File: src/rtl/hazard_unit_mc.sv
// hazard_unit_mc: hazard and forwarding controller for a 5-stage RV32I pipeline.
// Handles RAW forwarding, load-use stalls, branch/jump flushes, a multi-cycle
// execute unit that holds Execute for MC_LAT cycles, and a data memory that can
// insert wait states by freezing the pipeline from Memory backwards.
module hazard_unit_mc #(
    parameter int          REG_AW   = 5,
    parameter int          MC_LAT   = 4,
    parameter logic [1:0]  LOAD_RES = 2'b01
) (
    input  logic              clk,
    input  logic              rst,
    input  logic [REG_AW-1:0] rs1_d,
    input  logic [REG_AW-1:0] rs2_d,
    input  logic [REG_AW-1:0] rs1_e,
    input  logic [REG_AW-1:0] rs2_e,
    input  logic [REG_AW-1:0] rd_e,
    input  logic [REG_AW-1:0] rd_m,
    input  logic [REG_AW-1:0] rd_w,
    input  logic              reg_write_m,
    input  logic              reg_write_w,
    input  logic [1:0]        result_src_e,
    input  logic              pc_src_e,
    input  logic              mc_op_e,
    input  logic              dmem_ready_m,
    output logic [1:0]        fwd_a_e,
    output logic [1:0]        fwd_b_e,
    output logic              stall_f,
    output logic              stall_d,
    output logic              stall_e,
    output logic              stall_m,
    output logic              flush_d,
    output logic              flush_e,
    output logic              flush_m,
    output logic              flush_w,
    output logic              mc_busy
);

    // Counter wide enough to hold MC_LAT-2, never narrower than one bit.
    localparam int CNT_W = ($clog2(MC_LAT) > 1) ? $clog2(MC_LAT) : 1;
    localparam logic [CNT_W-1:0] CNT_START = CNT_W'((MC_LAT > 2) ? (MC_LAT - 2) : 0);
    localparam logic [CNT_W-1:0] CNT_ONE   = CNT_W'(1);

    typedef enum logic [1:0] {
        S_IDLE = 2'd0,
        S_RUN  = 2'd1,
        S_DONE = 2'd2
    } mc_state_e;

    mc_state_e        state_q, state_d;
    logic [CNT_W-1:0] cnt_q, cnt_d;
    logic             mc_stall_raw;
    logic             mc_stall;
    logic             mem_wait;
    logic             lw_stall;

    assign mem_wait = !dmem_ready_m;

    assign lw_stall = (result_src_e == LOAD_RES) && (rd_e != '0) &&
                      ((rs1_d == rd_e) || (rs2_d == rd_e));

    // Operand forwarding: Memory-stage result has priority over Writeback; x0 never forwards.
    assign fwd_a_e = (reg_write_m && (rd_m != '0) && (rs1_e == rd_m)) ? 2'b10 :
                     (reg_write_w && (rd_w != '0) && (rs1_e == rd_w)) ? 2'b01 : 2'b00;
    assign fwd_b_e = (reg_write_m && (rd_m != '0) && (rs2_e == rd_m)) ? 2'b10 :
                     (reg_write_w && (rd_w != '0) && (rs2_e == rd_w)) ? 2'b01 : 2'b00;

    // FSM state and countdown registers for the multi-cycle execute window.
    always_ff @(posedge clk) begin
        // NOTE: non-blocking assignments keep every register sampling pre-edge values.
        if (rst) begin
            state_q <= S_IDLE;
            cnt_q   <= '0;
        end else begin
            state_q <= state_d;
            cnt_q   <= cnt_d;
        end
    end

    // Multi-cycle FSM next state; a memory wait freezes the window in place.
    always_comb begin
        // NOTE: defaults first so no path leaves a variable unassigned (no latches).
        state_d      = state_q;
        cnt_d        = cnt_q;
        mc_stall_raw = 1'b0;
        case (state_q)
            S_IDLE: begin
                if (mc_op_e && !mem_wait && (MC_LAT > 1)) begin
                    mc_stall_raw = 1'b1;
                    if (MC_LAT == 2) begin
                        state_d = S_DONE;
                    end else begin
                        state_d = S_RUN;
                        cnt_d   = CNT_START;
                    end
                end
            end
            S_RUN: begin
                mc_stall_raw = 1'b1;
                if (!mem_wait) begin
                    if (cnt_q == CNT_ONE) begin
                        state_d = S_DONE;
                    end else begin
                        cnt_d = cnt_q - CNT_ONE;
                    end
                end
            end
            S_DONE: begin
                // The op proceeds out of Execute this cycle unless Memory is waiting.
                if (!mem_wait) begin
                    state_d = S_IDLE;
                end
            end
            default: begin
                state_d = S_IDLE;
            end
        endcase
    end

    // An op held in reset must not stall the pipeline.
    assign mc_stall = mc_stall_raw && !rst;
    assign mc_busy  = (state_q != S_IDLE) || mc_stall;

    // Stall/flush priority: memory wait, then multi-cycle hold, then load-use/branch.
    always_comb begin
        stall_f = 1'b0;
        stall_d = 1'b0;
        stall_e = 1'b0;
        stall_m = 1'b0;
        flush_d = 1'b0;
        flush_e = 1'b0;
        flush_m = 1'b0;
        flush_w = 1'b0;
        if (mem_wait) begin
            // Execute is frozen, so a resolved branch there must not flush yet.
            stall_f = 1'b1;
            stall_d = 1'b1;
            stall_e = 1'b1;
            stall_m = 1'b1;
            flush_w = 1'b1;
        end else if (mc_stall) begin
            stall_f = 1'b1;
            stall_d = 1'b1;
            stall_e = 1'b1;
            flush_m = 1'b1;
        end else begin
            stall_f = lw_stall;
            stall_d = lw_stall;
            flush_e = lw_stall || pc_src_e;
            flush_d = pc_src_e;
        end
    end

endmodule
File: config.mk
export PLATFORM = sky130hd
export DESIGN_NAME = hazard_unit_mc
export DESIGN_NICKNAME = d
export VERILOG_FILES = /design/src/rtl/hazard_unit_mc.sv
export SDC_FILE = /design/constraint.sdc
export NUM_CORES = 1
export LEC_CHECK = 0
export ABC_AREA = 1
export BUFFER_PORTS_ARGS = -buffer_cell sky130_fd_sc_hd__buf_2
export CAP_MARGIN = 15
export CORE_MARGIN = 5
export CORE_UTILIZATION = 40
export CTS_BUF_LIST = sky130_fd_sc_hd__clkbuf_4
export CTS_CLUSTER_DIAMETER = 80
export CTS_CLUSTER_SIZE = 14
export DETAILED_ROUTE_END_ITERATION = 7
export GPL_ROUTABILITY_DRIVEN = 0
export PLACE_DENSITY = 0.81
export SETUP_SLACK_MARGIN = 0.1
export SYNTH_ARGS = -nofsm -noshare
export SYNTH_HDL_FRONTEND = slang
export SYNTH_SLANG_ARGS = --single-unit
File: constraint.sdc
create_clock -name clk -period 1.1 [get_ports clk]
set_input_delay 0.11 -clock clk [delete_from_list [all_inputs] [get_ports clk]]
set_output_delay 0.11 -clock clk [all_outputs]
set_load 0.02 [all_outputs]
Word level (Yosys, flattened, before mapping)
Cells that the tools add are included.
Widths: inputs -> output; s select.
{"block": "totals", "out_inout_bits": 13, "input_bits": 44, "ff_bits": 4, "wordCells": 65}
{"block": "op_classes", "reduce_logical": 22, "eq_ne": 15, "n_mux": 25, "addsub": 1}
{"op": "$eq 5x5->1", "count": 6}
{"op": "$mux 2", "count": 9}
{"op": "$reduce_bool 5->1", "count": 3}
{"op": "$mux 1", "count": 13}
{"op": "$logic_and 1x1->1", "count": 10}
{"op": "$ne 2x2->1 const B", "count": 5}
{"op": "$reduce_and 4->1", "count": 2}
{"op": "$eq 2x1->1 const B", "count": 3}
{"op": "$pmux 2 s3", "count": 1}
{"op": "$pmux 2 s2", "count": 1}
{"op": "$reduce_bool 2->1", "count": 2}
{"op": "$logic_or 1x1->1", "count": 3}
{"op": "$eq 2x2->1 const B", "count": 1}
{"op": "$logic_not 2->1", "count": 1}
{"op": "$pmux 1 s2", "count": 1}
{"op": "$sub 2x1->2 const B", "count": 1}
{"op": "$logic_not 1->1", "count": 1}

Longest topological paths before layout
{"block": "logic_depth", "depth_word": 6, "ltp_mapped": 9, "mapped_depth_nobuf": 8}

Least setup slack after synthesis
OpenSTA, ideal clock, no wires.
{"block": "synth_timing", "kind": "reg-to-output", "from": "register state_q[0]", "to": "output port stall_f", "path_stages_with_launch": 6, "t_arrival_ps": 1024, "t_required_ps": 990, "n_path_buf": 1, "slack_ps": -34, "cell_sequence": "dfxtp_1 -> inv_1 -> nand2_1 -> a31oi_4 -> nand2_1 -> buf_4"}
{"block": "synth_via", "elab_chain_len": 5, "elab_cells_between_ends": 6, "cone_classes": "eq/ne (1); mux (3); reduce/logical (2)"}
{"element": "start, declared", "line_no": "49", "source": "mc_state_e state_q, state_d;"}
{"element": "start signal, assigned", "line_no": "74", "source": "state_q <= state_d;"}
{"element": "$eq 2x1->1 / $logic_not 2->1 (equally long branches)", "line_no": "85", "source": "case (state_q)"}
{"element": "$pmux 1 s2 *", "line_no": "85"}
{"element": "$logic_and 1x1->1 *", "line_no": "120", "source": "assign mc_stall = mc_stall_raw && !rst;"}
{"element": "$mux 1 * (2 in series)"}
{"element": "end, declared", "line_no": "27", "source": "output logic stall_f,"}
Every way passes the cells marked *; elsewhere a longest branch is shown, timed or not.

Final worst setup path
{"block": "layout_timing", "from": "register state_q[0]", "to": "output port stall_f"}
{"block": "layout_via", "elab_chain_len": 5, "elab_cells_between_ends": 6, "cone_classes": "eq/ne (1); mux (3); reduce/logical (2)"}
{"element": "$eq 2x1->1 / $logic_not 2->1 (equally long branches)", "line_no": "85"}
{"element": "$pmux 1 s2 *", "line_no": "85"}
{"element": "$logic_and 1x1->1 *", "line_no": "120"}
{"element": "$mux 1 *", "line_no": "140", "source": "end else if (mc_stall) begin"}
{"element": "$mux 1 *", "line_no": "133", "source": "if (mem_wait) begin"}
Marked as above.

==> results.yml <==
status:
  status: "finished with violations"
  failed_checks: "setup timing"
global_routing:
  grt_util_all_layers: 0.210
  overflow: 0
  grt_max_degree: 6
  grt_pass1_vias: 1151
  antenna_found_initial: 0
  grt_pass1_wl_um: 4490
floorplanning:
  dieArea_um2: 2910
  boundaryPins: 57
  die_h_um: 53.9
  start_util: 0.433
  fp.coreArea_um2: 1780
  die_x_um: 53.9
  rows: 15
routing:
  drtIter0Drc: 35
  dr.pass1.iters: 4
  vias_per_cell: 5.03
  routed_wl_um: 3580
  drc: 0
  vias: 1158
  ant_nets: 0
  wire_per_inst_um: 15.5
cts:
  cts_hold_buffers: 0
  clk_pin_slew_worst_paths_ps: 30
  htreeDepth: 1
  cts.sinks: 4
  cts_buffer_depth: 2
  insertion_delay_ps: 230
  clk_root_buffer_cell: "clkbuf_4"
  cts_tree: "built"
  cts_buffers: 3
finish:
  stdcell_area_um2: 1520
  area_delta_synth_final_pct: 96.8
  stdcell_count: 230
  multi_input_area_um2: 767
  layout-drive-gt1-share: 0.580
  finish.utilization: 0.852
  nets: 252
  seq_area_um2: 83.8
  fillers: 104
  n_antenna_cell: 0
placement:
  dp_hpwl_um: 2230
  post-place-cells: 218
  portBuffers: 56
  placed_cell_area_um2: 1130
min_path:
  hp-class: "in2reg"
sta:
  tns_ps: -1400
  relSlewSlack: 0.855
  setup_viol: 12
  drv_slew: 0
  finalHoldViolations: 0
  grt_setup_unrepaired: "true"
  fmax_ghz: 0.775
  fin_crit_sh: 1.17
  worstMarginPinSlew_ps: 218
  period_needed_ps: 1290
  fin_skew_ps: 2.56
  postLayoutSetupSlackWorst_ps: -190
logic_synthesis:
  yosys_warnings: 0
  synth.distinct_cells: 20
  synth-seq-area-share: 0.104
  synth_top_area_frac: 0.165
  synth.avg_cell_area_um2: 5.68
  syn_area_um2: 772
  synth.area.top_cells: "nand2_1, xnor2_1, xor2_1"
  synthCells: 136
  synth.net_count: 181
  ys_ff_latch: 4
  yosys.area.top_type: "nand2_1"
power:
  vdd_drop_max_mv: 0.686
  power_density_nw_per_um2: 630
  p_total_mw: 0.957
  p_leak_nw: 0.806
worst_setup_path:
  crit_required_ps: 990
  cp-end-kind: "primary output"
  critPathLaunchType: "register"
  critPathArrivalTime_ps: 1180
  critical_path_class: "reg2out"
  crit_fanout: 4
flow_run:
  drv_cap: 0
==> stage by stage <==
| stage | hold WS (ps) | setup slack, ps |
|---|---|---|
| 2_1_floorplan | 172 | 76.4 |
| 6_report | 76.2 | -190 |
| 3_3_place_gp | 300 | 17.4 |
| 3_5_place_dp | 311 | -33.0 |
| 4_1_cts | 66.9 | -182 |
| 5_1_grt | 54.8 | -275 |
==> kinds of logic (layout without fill, tap and decap cells) <==
| family | Yosys count | count (layout) | synth area share |
|---|---|---|---|
| DFF | 4 | 4 | 0.104 |
| buffers and inverters | 25 | 94 | 0.131 |
| xor gates and xnor gates | 22 | 22 | 0.250 |
| adders and majority gates | 1 | 1 | 0.0162 |
| AOI/OAI and AO/OA | 9 | 9 | 0.0843 |
| and+or+nand+nor | 75 | 75 | 0.415 |
==> final cells by class <==
type	count	share of cell area
Multi-Input combinational cell	107	0.505
Sequential cell	4	0.0552
Clock buffer	3	0.0148
Inverter	23	0.0568
Timing Repair Buffer	68	0.348
Tap cell	25	0.0206
==> cell usage after synthesis <==
cell type and instances:
nand2_1 34, nor2_1 22, inv_1 18, xnor2_1 12
nand3_1 11, xor2_1 10, inv_2 5, dfxtp_1 4
a21oi_1 3, nor3_1 3, o21ai_1 3, buf_4 2
nor3_2 2, a31oi_4 1, ha_1 1, nand2_2 1
nand3b_1 1, nand4_1 1, o21ai_0 1, o21ai_2 1
==> state kept, by name, indices dropped and copies added (netlist names) <==
signal	flops
state_q	2
cnt_q	2
==> layer usage <==
metal	GRT usage	vias to the layer above	wire, um	share of wire
li1	-	554	-	-
met1	0.192	555	1230	0.34
met2	0.435	39	2070	0.58
met3	0.0277	10	176	0.049
met4	0.102	0	94	0.026
met5	0	-	0	0
==> power breakdown <==
part	total, mW	switching, mW	internal, mW
sequential	0.165	0.00856	0.157
combinational	0.620	0.311	0.308
clock	0.172	0.0505	0.121
total	0.957	0.370	0.587
==> worst max-delay path, cell delays in order, from the launching register on <==
cell and delay [ps]:
dfxtp_2 310, inv_2 60, nand2_2 70, a31oi_4 200, buf_6 140, nand2_4 40, buf_6 130
==> worst paths after layout <==
| check | slack, ps | from | cells after the start | end |
|---|---|---|---|---|
| worst max-delay path | -190 | state_q[0] | 6 | stall_f |
| worst min-delay path | 80 | rst | 2 | state_q[0] |
| worst max register to register | -100 | state_q[0] | 7 | cnt_q[0] |
| worst min register to register | 560 | cnt_q[0] | 2 | cnt_q[0] |
==> cell usage in the layout, fill, tap and decap left out, types with 2 or more instances in the layout <==
cell      synthesis  routed
nor3_2            2       4
xor2_2            0       2
a21oi_2           0       2
inv_1            18      13
inv_2             5      10
buf_4             2      13
nand2_1          34      27
buf_6             0      20
buf_8             0       3
xnor2_1          12       6
clkbuf_4          0       3
dfxtp_2           0       3
o21ai_2           1       4
buf_2             0      32
nand2_2           1       7
nor2_4            0       4
xnor2_2           0       6
nand3_1          11       8
xor2_1           10       8
nor2_1           22      18
nand3_2           0       2
==> timing repair <==
action / CTS / global route
cloned: 0 / 0
hold endpoints to repair: 0 / 0
gates resized for setup: 33 / 45
buffers inserted: 6 / 3
setup endpoints to repair: 11 / 15
pin swaps: 19 / 23
Power figures use the tool's default switching activity.
